File: src/rtl/core_pkg.sv
// core_pkg: fetch FSM states, NOP encoding and queue entry width shared by the core
package core_pkg;
    typedef enum logic [1:0] {ST_RUN, ST_WAIT, ST_FLUSH, ST_HALT} fetch_state_t;
    localparam logic [15:0] NOP_INSTR = 16'hffff;
    localparam int FQ_WIDTH = 48;
endpackage

File: src/rtl/fetch_queue.sv
// fetch_queue: circular FIFO of {instr, next_pc} entries with synchronous clear
module fetch_queue #(
    parameter int WIDTH = 48,
    parameter int DEPTH = 2
) (
    input  logic                   clk_i,
    input  logic                   rst_i,
    input  logic                   clear,
    input  logic                   push,
    input  logic [WIDTH-1:0]       push_data,
    input  logic                   pop,
    output logic [WIDTH-1:0]       head,
    output logic                   full,
    output logic                   empty,
    output logic [$clog2(DEPTH):0] count
);
    localparam int AW = $clog2(DEPTH);
    logic [WIDTH-1:0] mem [DEPTH];
    logic [AW-1:0] wr_ptr, rd_ptr;
    assign head = mem[rd_ptr];
    assign empty = count == '0;
    assign full = count == (AW+1)'(DEPTH);
    always_ff @(posedge clk_i) begin
        if (rst_i || clear) begin
            wr_ptr <= '0;
            rd_ptr <= '0;
            count <= '0;
        end else begin
            if (push) begin
                mem[wr_ptr] <= push_data;
                wr_ptr <= wr_ptr + 1'b1;
            end
            if (pop) rd_ptr <= rd_ptr + 1'b1;
            count <= count + (AW+1)'(push) - (AW+1)'(pop);
        end
    end
endmodule

File: src/rtl/fetch_if.sv
// fetch_if: instruction fetch front end with one outstanding request and a credit-limited queue
module fetch_if
    import core_pkg::*;
#(
    parameter logic [31:0] RESET_PC = 32'h0000_0000,
    parameter int          QDEPTH   = 2
) (
    input  logic        clk_i,
    input  logic        rst_i,
    input  logic        stall_i,
    input  logic        stall_pc_i,
    input  logic        stall_self_instr_i,
    input  logic        branch_i,
    input  logic [31:0] branch_target_i,
    input  logic        end_program_i,
    output logic        imem_req_o,
    output logic [31:0] imem_addr_o,
    input  logic        imem_valid_i,
    input  logic [15:0] imem_rdata_i,
    output logic [15:0] instr_o,
    output logic        instr_en_o,
    output logic [31:0] next_programm_counter_o,
    output logic        halted_o
);
    localparam int CW = $clog2(QDEPTH) + 1;
    fetch_state_t state;
    logic [31:0] pc;
    logic hold, outstanding, flush, resp, bypass, push, pop, issue;
    logic q_empty, q_full;
    logic [CW-1:0] q_cnt, q_cnt_nx;
    logic [FQ_WIDTH-1:0] q_head;

    assign hold = stall_i | stall_pc_i | stall_self_instr_i;
    assign outstanding = state == ST_WAIT || state == ST_FLUSH;
    assign flush = state == ST_HALT || branch_i || end_program_i;
    assign resp = state == ST_WAIT && imem_valid_i && !flush;
    assign bypass = resp && !hold && q_empty;
    assign push = resp && !bypass;
    assign pop = !flush && !hold && !q_empty;
    assign q_cnt_nx = q_cnt + CW'(push) - CW'(pop);
    // a new request may only go out if its response is guaranteed a queue slot
    assign issue = !rst_i && !flush && (!q_full || pop) && q_cnt_nx < CW'(QDEPTH)
                   && (state == ST_RUN || (outstanding && imem_valid_i));
    assign imem_req_o = issue;
    assign imem_addr_o = pc;
    assign halted_o = state == ST_HALT;

    fetch_queue #(.WIDTH(FQ_WIDTH), .DEPTH(QDEPTH)) u_queue (
        .clk_i     (clk_i),
        .rst_i     (rst_i),
        .clear     (flush),
        .push      (push),
        .push_data ({imem_rdata_i, pc}),
        .pop       (pop),
        .head      (q_head),
        .full      (q_full),
        .empty     (q_empty),
        .count     (q_cnt)
    );

    // fetch pc already points past the outstanding request, so it is that response's next pc
    always_ff @(posedge clk_i) begin
        if (rst_i) begin
            state <= ST_RUN;
            pc <= RESET_PC;
            instr_o <= NOP_INSTR;
            instr_en_o <= 1'b0;
            next_programm_counter_o <= '0;
        end else if (state == ST_HALT) begin
            instr_en_o <= 1'b0;
        end else if (branch_i) begin
            state <= outstanding && !imem_valid_i ? ST_FLUSH : ST_RUN;
            pc <= branch_target_i;
            instr_en_o <= 1'b0;
        end else if (end_program_i) begin
            state <= ST_HALT;
            instr_en_o <= 1'b0;
        end else begin
            if (issue) begin
                state <= ST_WAIT;
                pc <= pc + 32'd2;
            end else if (outstanding && imem_valid_i) begin
                state <= ST_RUN;
            end
            if (!hold) begin
                instr_en_o <= bypass || pop;
                if (bypass) {instr_o, next_programm_counter_o} <= {imem_rdata_i, pc};
                else if (pop) {instr_o, next_programm_counter_o} <= q_head;
            end
        end
    end
endmodule

File: config.mk
export PLATFORM = sky130hd
export DESIGN_NAME = fetch_if
export DESIGN_NICKNAME = d
export VERILOG_FILES = /design/src/rtl/core_pkg.sv /design/src/rtl/fetch_queue.sv /design/src/rtl/fetch_if.sv
export SDC_FILE = /design/constraint.sdc
export NUM_CORES = 1
export LEC_CHECK = 0
export ABC_CLOCK_PERIOD_IN_PS = 16700
export CAP_MARGIN = 40
export CORE_AREA = 2 2 146 112
export CTS_CLUSTER_SIZE = 20
export DETAILED_ROUTE_END_ITERATION = 12
export DIE_AREA = 0 0 148 114
export HOLD_SLACK_MARGIN = 0.03
export PLACE_DENSITY = 0.81
export RECOVER_POWER = 50
export SETUP_SLACK_MARGIN = 0.1
export SLEW_MARGIN = 20
export SYNTH_ARGS = -nofsm -noshare
export SYNTH_HDL_FRONTEND = slang
export SYNTH_HIERARCHICAL = 1
export SYNTH_SLANG_ARGS = --single-unit
File: constraint.sdc
create_clock -name clk_i -period 16.7 [get_ports clk_i]
set_clock_uncertainty 0.2 [all_clocks]
set_input_delay 1.67 -clock clk_i [delete_from_list [all_inputs] [get_ports clk_i]]
set_output_delay 1.67 -clock clk_i [all_outputs]
set_load 0.05 [all_outputs]
==> metrics.md, run 1 <==
| Metric | Value |
|---|---|
| Status | `complete, but fails checks` |
| Failing checks | `max-capacitance violations, max-slew violations` |
| Initial Util | `53.5%` |
| Die area | `16900 um^2` |
| Crit share post-route | `48.1%` |
| Post_cts resized | `0` |
| Layout Nets | `893` |
| CTS tree | `yes` |
| Seq/Total Area, Yosys | `55.6%` |
| Placer Congestion | `0.920` |
| Post-CTS setup buffer count | `0` |
| Die Y | `114 um` |
| Asr flop ratio synth | `0%` |
| DR DRC count | `0` |
| Final HPWL DP | `13400 um` |
| Max Fanout on Critical Path | `35` |
| Final setup vio count | `0` |
| CTS Root Cell | `clkbuf_16` |
| Worst setup path class | `in -> out` |
| Pre-antenna DRT Iters | `9` |
| Worst-path clk slew | `60 ps` |
| Commonest cells after routing, fill and taps aside | `96 x edfxtp_1, 95 x dlygate4sd3_1, 87 x dfxtp_1` |
| Syn_nets | `775` |
| RSZ-0062 raised after global routing | `no` |
| Worst-Skew Late Latency | `430 ps` |
| Cells after synthesis | `712` |
| Slew HR | `-4.38%` |
| Maximum vdd drop | `0.0728 mV` |
| Top FF cell, synth | `edfxtp_1` |
| Combinational power share | `8.0%` |
| Fillcell total | `1154` |
| Share of layout cells above drive strength 1 | `12.1%` |
| Area after DPL | `9840 um^2` |
| Ant. Diodes | `0` |
| Register area | `4650 um^2` |
| Max cap viols | `1` |
| All-Layer GR Usage | `24.5%` |
| Sw Ratio | `23.4%` |
| CTS Buf Count | `17` |
| Routed Antenna Nets | `0` |
| Leakage Power | `3.66 nW` |
| Detailed Route WL | `20200 um` |
| Core area | `15600 um^2` |
| Sequential power share | `51.6%` |
| Bufs on Longest Clock Path | `2` |
| Largest net degree at the start of global routing | `68` |
| Yosys warnings | `6` |
| Worst hold path type | `reg -> reg` |
| Clock power frac | `40.4%` |
| #FFs+latches synth | `184` |
| Die width | `148 um` |
| Min Clock Period, post-route | `8040 ps` |
| Int Power | `0.000731 W` |
| Synthesized area | `8360 um^2` |
| Initial antenna violation count | `0` |
| Final setup TNS | `0 ps` |
| Clock sinks | `184` |
| Placed cells | `1019` |
| Iter 0 DRT Violations | `646` |
| Footprint of the multi-input gates | `3370 um^2` |
| WP data required | `14830 ps` |
| Total number of vias | `6322` |
| Post-Layout Cell Count | `1053` |
| Vias in the first global route | `6143` |
| Startpoint Class | `input port` |
| H-tree levels | `4` |
| Worst setup EP type | `output port` |
| Max-slew violations | `35` |
| Vias per std cell | `6.00` |
| Power Total | `0.000953 W` |
| Fmax | `0.124 GHz` |
| Hold-fix buffers at CTS | `0` |
| NetSw | `0.000223 W` |
| Synthesis-to-layout area growth | `24.6%` |
| IO Pins | `139` |
| First-pass GRT wire length | `32200 um` |
| Cell area after layout | `10400 um^2` |
| CP Data Arrival Time | `6170 ps` |
| Commonest non-fill, non-tap cell in the layout | `edfxtp_1` |
| Post-synthesis cell type count | `68` |
| WL per Instance | `19.1 um` |
| Grt total ovfl | `0` |
| Count of final hold-check violations | `0` |
| Avg Inst Size Synth | `11.7 um^2` |
| Worst Max-Slew Pin Slew | `1570 ps` |
| Number of flops mapped to enable cells by yosys | `96` |
| Buffers on Ports | `138` |
| PD cells | `91.5 nW/um^2` |
| Row cnt | `40` |
worst paths after layout:
kind | cells past startpoint | end | startpoint | slack (ps)
setup / recovery | 11 | imem_req_o | branch_i | 8660
hold / removal | 2 | instr_o[6]$_SDFFE_PP1P_ | instr_o[6]$_SDFFE_PP1P_ | 290
setup reg to reg | 11 | imem_addr_o[29]$_SDFFE_PP0P_ | state[0]$_SDFFE_PP0P_ | 12210
hold reg to reg | 2 | instr_o[6]$_SDFFE_PP1P_ | instr_o[6]$_SDFFE_PP1P_ | 290
kinds of logic (layout without fill, tap and decap cells):
logic type	count (synthesis)	in the layout	share of synthesized area, %
AOI/OAI and AO/OA	172	172	15.0
xor gates and xnor gates	4	4	0.584
adders and majority gates	7	7	1.05
buffers and inverters	64	195	4.09
DFF	184	184	55.6
muxes	97	97	13.2
and+or+nand+nor	184	184	10.5
worst max-delay path: stages:
cell and delay [ps]:
clkbuf_1 580, nor3_1 770, inv_2 160, or4_1 620
nor2_1 300, ha_1 290, and3b_1 260, a31o_2 220
a21o_1 200, clkinv_1 290, clkdlybuf4s50_1 800
routing by layer:
layer  vias to the layer above  share of wire [%]  global-route usage, %
met4                         0                2.9                   10.8
met2                       288                 46                   39.3
met5                         -                  0                      0
met3                        55                7.1                   5.24
met1                      3029                 44                   32.3
li1                       2950                  -                      -
registers in the layout, summed over array words and instances (netlist names), named ones only:
register,cells
instr_en_o,1
u_queue/rd_ptr,1
state,2
u_queue/mem,96
imem_addr_o,32
next_programm_counter_o,32
u_queue/wr_ptr,1
u_queue/count,2
instr_o,16
Yosys cell counts, types with 2 or more instances:
cell,instances,area share [%]
a31o_2,2,0.21
buf_1,3,0.13
o31a_1,3,0.31
mux2_4,20,3.6
nor2b_1,2,0.15
a22o_1,3,0.31
nor3_1,11,0.66
nand3_1,11,0.66
inv_1,12,0.54
nor2_1,60,2.7
ha_1,7,1.0
dfxtp_1,88,21
nand4_1,8,0.60
and2_1,3,0.22
xnor2_1,2,0.21
nor4_1,5,0.37
o21a_1,4,0.36
o21ai_0,22,1.3
nand2_1,63,2.8
a211oi_1,35,3.1
and3_1,3,0.22
a211oi_2,4,0.60
a22oi_1,4,0.36
clkbuf_1,22,0.99
mux2_2,28,3.8
buf_2,14,0.84
o31ai_1,5,0.45
a31oi_1,7,0.52
clkbuf_2,2,0.12
or3_1,2,0.15
a221oi_1,2,0.21
mux2i_1,49,5.9
o41ai_1,7,0.73
edfxtp_1,96,34
a21o_1,6,0.54
buf_12,2,0.48
o2bb2ai_1,2,0.21
a21oi_1,28,1.7
a32o_1,8,0.96
nor4b_1,2,0.21
buf_6,6,0.81
and4_1,4,0.42
o211ai_1,17,1.5
o32ai_1,4,0.42
metrics by stage:
stage	hold WS (ps)	utilization [%]	worst slack (ps)
finish	287	66.7	8660
global placement	266	62.5	9390
CTS	295	66.7	9250
floorplan	280	-	8560
detailed placement	279	63.0	9260
global route	309	66.7	8440
cell type report:
type,instances,area share [%]
flip-flops and latches,184,44.6
well taps,210,2.52
multi-input cells,464,32.4
repair buffers,149,14.5
clock inverters,5,0.312
clock buffers,27,5.15
inverters,14,0.505
power by group through the flow:
| stage | registers, W | logic (W) | clock network (W) |
|---|---|---|---|
| global placement | 0.000501 | 0.0000735 | 0 |
| finish | 0.000492 | 0.0000761 | 0.000385 |
| CTS | 0.000492 | 0.0000779 | 0.000388 |
| global route | 0.000493 | 0.0000810 | 0.000407 |
| floorplan | 0.000513 | 0.0000293 | 0 |
| detailed placement | 0.000502 | 0.0000773 | 0 |
Power figures use the tool's default switching activity.
==> run 2: changes to the inputs <==
--- a/config.mk
+++ b/config.mk
@@ -5,14 +5,14 @@
 export SDC_FILE = /design/constraint.sdc
 export NUM_CORES = 1
 export LEC_CHECK = 0
-export ABC_CLOCK_PERIOD_IN_PS = 16700
+export ABC_CLOCK_PERIOD_IN_PS = 7700
 export CAP_MARGIN = 40
-export CORE_AREA = 2 2 146 112
+export CORE_AREA = 2 2 149 114
 export CTS_CLUSTER_SIZE = 20
 export DETAILED_ROUTE_END_ITERATION = 12
-export DIE_AREA = 0 0 148 114
+export DIE_AREA = 0 0 151 116
 export HOLD_SLACK_MARGIN = 0.03
-export PLACE_DENSITY = 0.81
+export PLACE_DENSITY = 0.78
 export RECOVER_POWER = 50
 export SETUP_SLACK_MARGIN = 0.1
 export SLEW_MARGIN = 20
==> constraint.sdc (replaced) <==
create_clock -name clk_i -period 7.7 [get_ports clk_i]
set_clock_uncertainty 0.2 [all_clocks]
set_input_delay 0.77 -clock clk_i [delete_from_list [all_inputs] [get_ports clk_i]]
set_output_delay 0.77 -clock clk_i [all_outputs]
set_load 0.05 [all_outputs]
==> run 2 against run 1 <==
Net effect:
- the flow still finishes with violations (max-capacitance violations, max-slew violations)
- critical path depth unchanged
- core utilization decreased by 1.6 points
- critical endpoint unchanged
- non-clock buffer count decreased by 1
- sequential power increased by 120%
- worst hold slack got worse by 11 ps
- sequential share of layout area increased by 0.22 points
- largest power group unchanged
- register-to-register slack got worse by 9100 ps
==> metrics.md, run 2 (synthesis gave the netlist of run 1 again) <==
| Metric | Value |
|---|---|
| Startpoint Class | `input port` |
| Leakage Power | `3.66 nW (about the same)` |
| Hold-fix buffers at CTS | `0 (unchanged)` |
| Maximum vdd drop | `0.159 mV (+120%)` |
| Worst r2r path cells | `11 (unchanged)` |
| Worst setup EP type | `output port` |
| RSZ-0062 raised after global routing | `no` |
| Clock sinks | `184 (unchanged)` |
| All-Layer GR Usage | `23.5% (-0.98 points)` |
| Detailed Route WL | `20100 um (-0.47%)` |
| WP data required | `6730 ps (-8100 ps)` |
| WHS | `276 ps (-10.9 ps)` |
| Total number of vias | `6268 (-0.85%)` |
| Pre-antenna DRT Iters | `6 (-3)` |
| Synthesis-to-layout area growth | `24.0%` |
| PD cells | `199 nW/um^2 (+120%)` |
| Routed Antenna Nets | `0 (unchanged)` |
| Worst-Skew Late Latency | `430 ps (about the same)` |
| Share of layout cells above drive strength 1 | `12.8% (+0.73 points)` |
| Row cnt | `40 (unchanged)` |
| Iter 0 DRT Violations | `674 (+4.3%)` |
| Status | `complete, but fails checks` |
| Count of final hold-check violations | `0 (unchanged)` |
| Power Total | `0.00206 W (+120%)` |
| Initial Util | `52.5% (-1.0 points)` |
| Commonest cells after routing, fill and taps aside | `97 x dlygate4sd3_1, 96 x edfxtp_1, 87 x dfxtp_1` |
| Slew HR | `-64.0% (-60 points)` |
| Hold depth | `2 (unchanged)` |
| Bufs on Longest Clock Path | `2 (unchanged)` |
| Worst Max-Slew Pin Slew | `2460 ps (+895 ps)` |
| Number of flip-flops under the largest register name | `96 (unchanged)` |
| Core area | `15900 um^2 (+1.9%)` |
| CTS Root Cell | `clkbuf_16` |
| CTS Buf Count | `17 (unchanged)` |
| First-pass GRT wire length | `31600 um (-1.7%)` |
| Worst-path clk slew | `70 ps (about the same)` |
| Reg with most FFs | `u_queue/mem` |
| Final setup TNS | `0 ps (unchanged)` |
| Grt total ovfl | `0 (unchanged)` |
| Die width | `151 um (+2.0%)` |
| Fmax | `0.163 GHz` |
| Final HPWL DP | `13100 um (-1.9%)` |
| Die Y | `116 um (+1.8%)` |
| Max-slew violations | `49 (+40%)` |
| Worst hold path type | `reg -> reg` |
| Ant. Diodes | `0 (unchanged)` |
| Post-CTS setup buffer count | `0 (unchanged)` |
| H-tree levels | `4 (unchanged)` |
| WL per Instance | `19.1 um (-0.37%)` |
| Buffers on Ports | `138 (unchanged)` |
| Layout Nets | `892 (-0.11%)` |
| Final setup vio count | `0 (unchanged)` |
| DR DRC count | `0 (unchanged)` |
| Vias per std cell | `5.96 (-0.76%)` |
| Initial antenna violation count | `0 (unchanged)` |
| Vias in the first global route | `6112 (-0.50%)` |
| Max cap viols | `1 (unchanged)` |
| Crit share post-route | `79.7%` |
| Worst setup path class | `in -> out` |
| IO Pins | `139 (unchanged)` |
| Die area | `17500 um^2 (+3.8%)` |
| Max Fanout on Critical Path | `9 (-74%)` |
| CTS tree | `yes` |
| CP Data Arrival Time | `5170 ps (-1000 ps)` |
| Post_cts resized | `0 (unchanged)` |
| Placer Congestion | `0.879 (-4.5%)` |
| Failing checks | `max-capacitance violations, max-slew violations` |
| Commonest non-fill, non-tap cell in the layout | `dlygate4sd3_1` |
| Largest net degree at the start of global routing | `74 (+8.8%)` |
| Min Clock Period, post-route | `6140 ps` |
-- run 2: cell count changes in the layout (fill, tap and decap cells not counted), sizes merged --
cell / change
clkbuf: -10
inv: +9
clkdlybuf4s50: -2
dlygate4sd3: +2
clkinv: +1
clkinvlp: -1
-- run 2: critical path: stages --
cell             delay [ps]
clkdlybuf4s50_1         530
nor3_1                  500
inv_1                   270
or4_1                   630
nor2_1                  370
ha_1                    300
and3b_1                 260
a31o_2                  210
a21o_1                  200
clkinv_1                300
clkdlybuf4s50_1         800
-- run 2: power by group --
group / internal, W / switching, W / leakage [nW]
Clock: 0.000441 / 0.000392 / 0.286
Combinational: 0.0000619 / 0.000101 / 1.77
Sequential: 0.00104 / 0.0000248 / 1.60
Total: 0.00154 / 0.000518 / 3.66
-- run 2: final timing paths --
kind	start	end	slack (ps)
setup / recovery	end_program_i	imem_req_o	1560
hold / removal	instr_o[4]$_SDFFE_PP1P_	instr_o[4]$_SDFFE_PP1P_	280
setup reg to reg	state[0]$_SDFFE_PP0P_	imem_addr_o[10]$_SDFFE_PP0P_	3130
hold reg to reg	instr_o[4]$_SDFFE_PP1P_	instr_o[4]$_SDFFE_PP1P_	280
-- run 2: final cells by class --
type                       count  area (um^2)
clock inverter                14          108
inverter                      14         52.6
fill                        1219         5550
tap                          210          263
timing repair buffer         148         1470
sequential                   184         4650
multi-input combinational    464         3370
clock buffer                  18          450
-- run 2: layer usage --
layer,share of wire [%],vias to the layer above,global-route usage (%)
li1,-,2931,-
met5,0,-,0
met2,47,243,38.2
met4,1.4,0,7.35
met1,44,3060,31.0
met3,7.1,34,6.30
-- run 2: stage by stage --
| stage | worst slack (ps) | utilization, % | cell area [um^2] | std cells |
|---|---|---|---|---|
| floorplan | 465 | - | 8360 | 712 |
| global placement | 2220 | 61.3 | 9760 | 1016 |
| detailed placement | 2000 | 61.7 | 9820 | 1019 |
| CTS | 1990 | 65.2 | 10400 | 1051 |
| global route | 1310 | 65.1 | 10400 | 1052 |
| finish | 1560 | 65.1 | 10400 | 1052 |
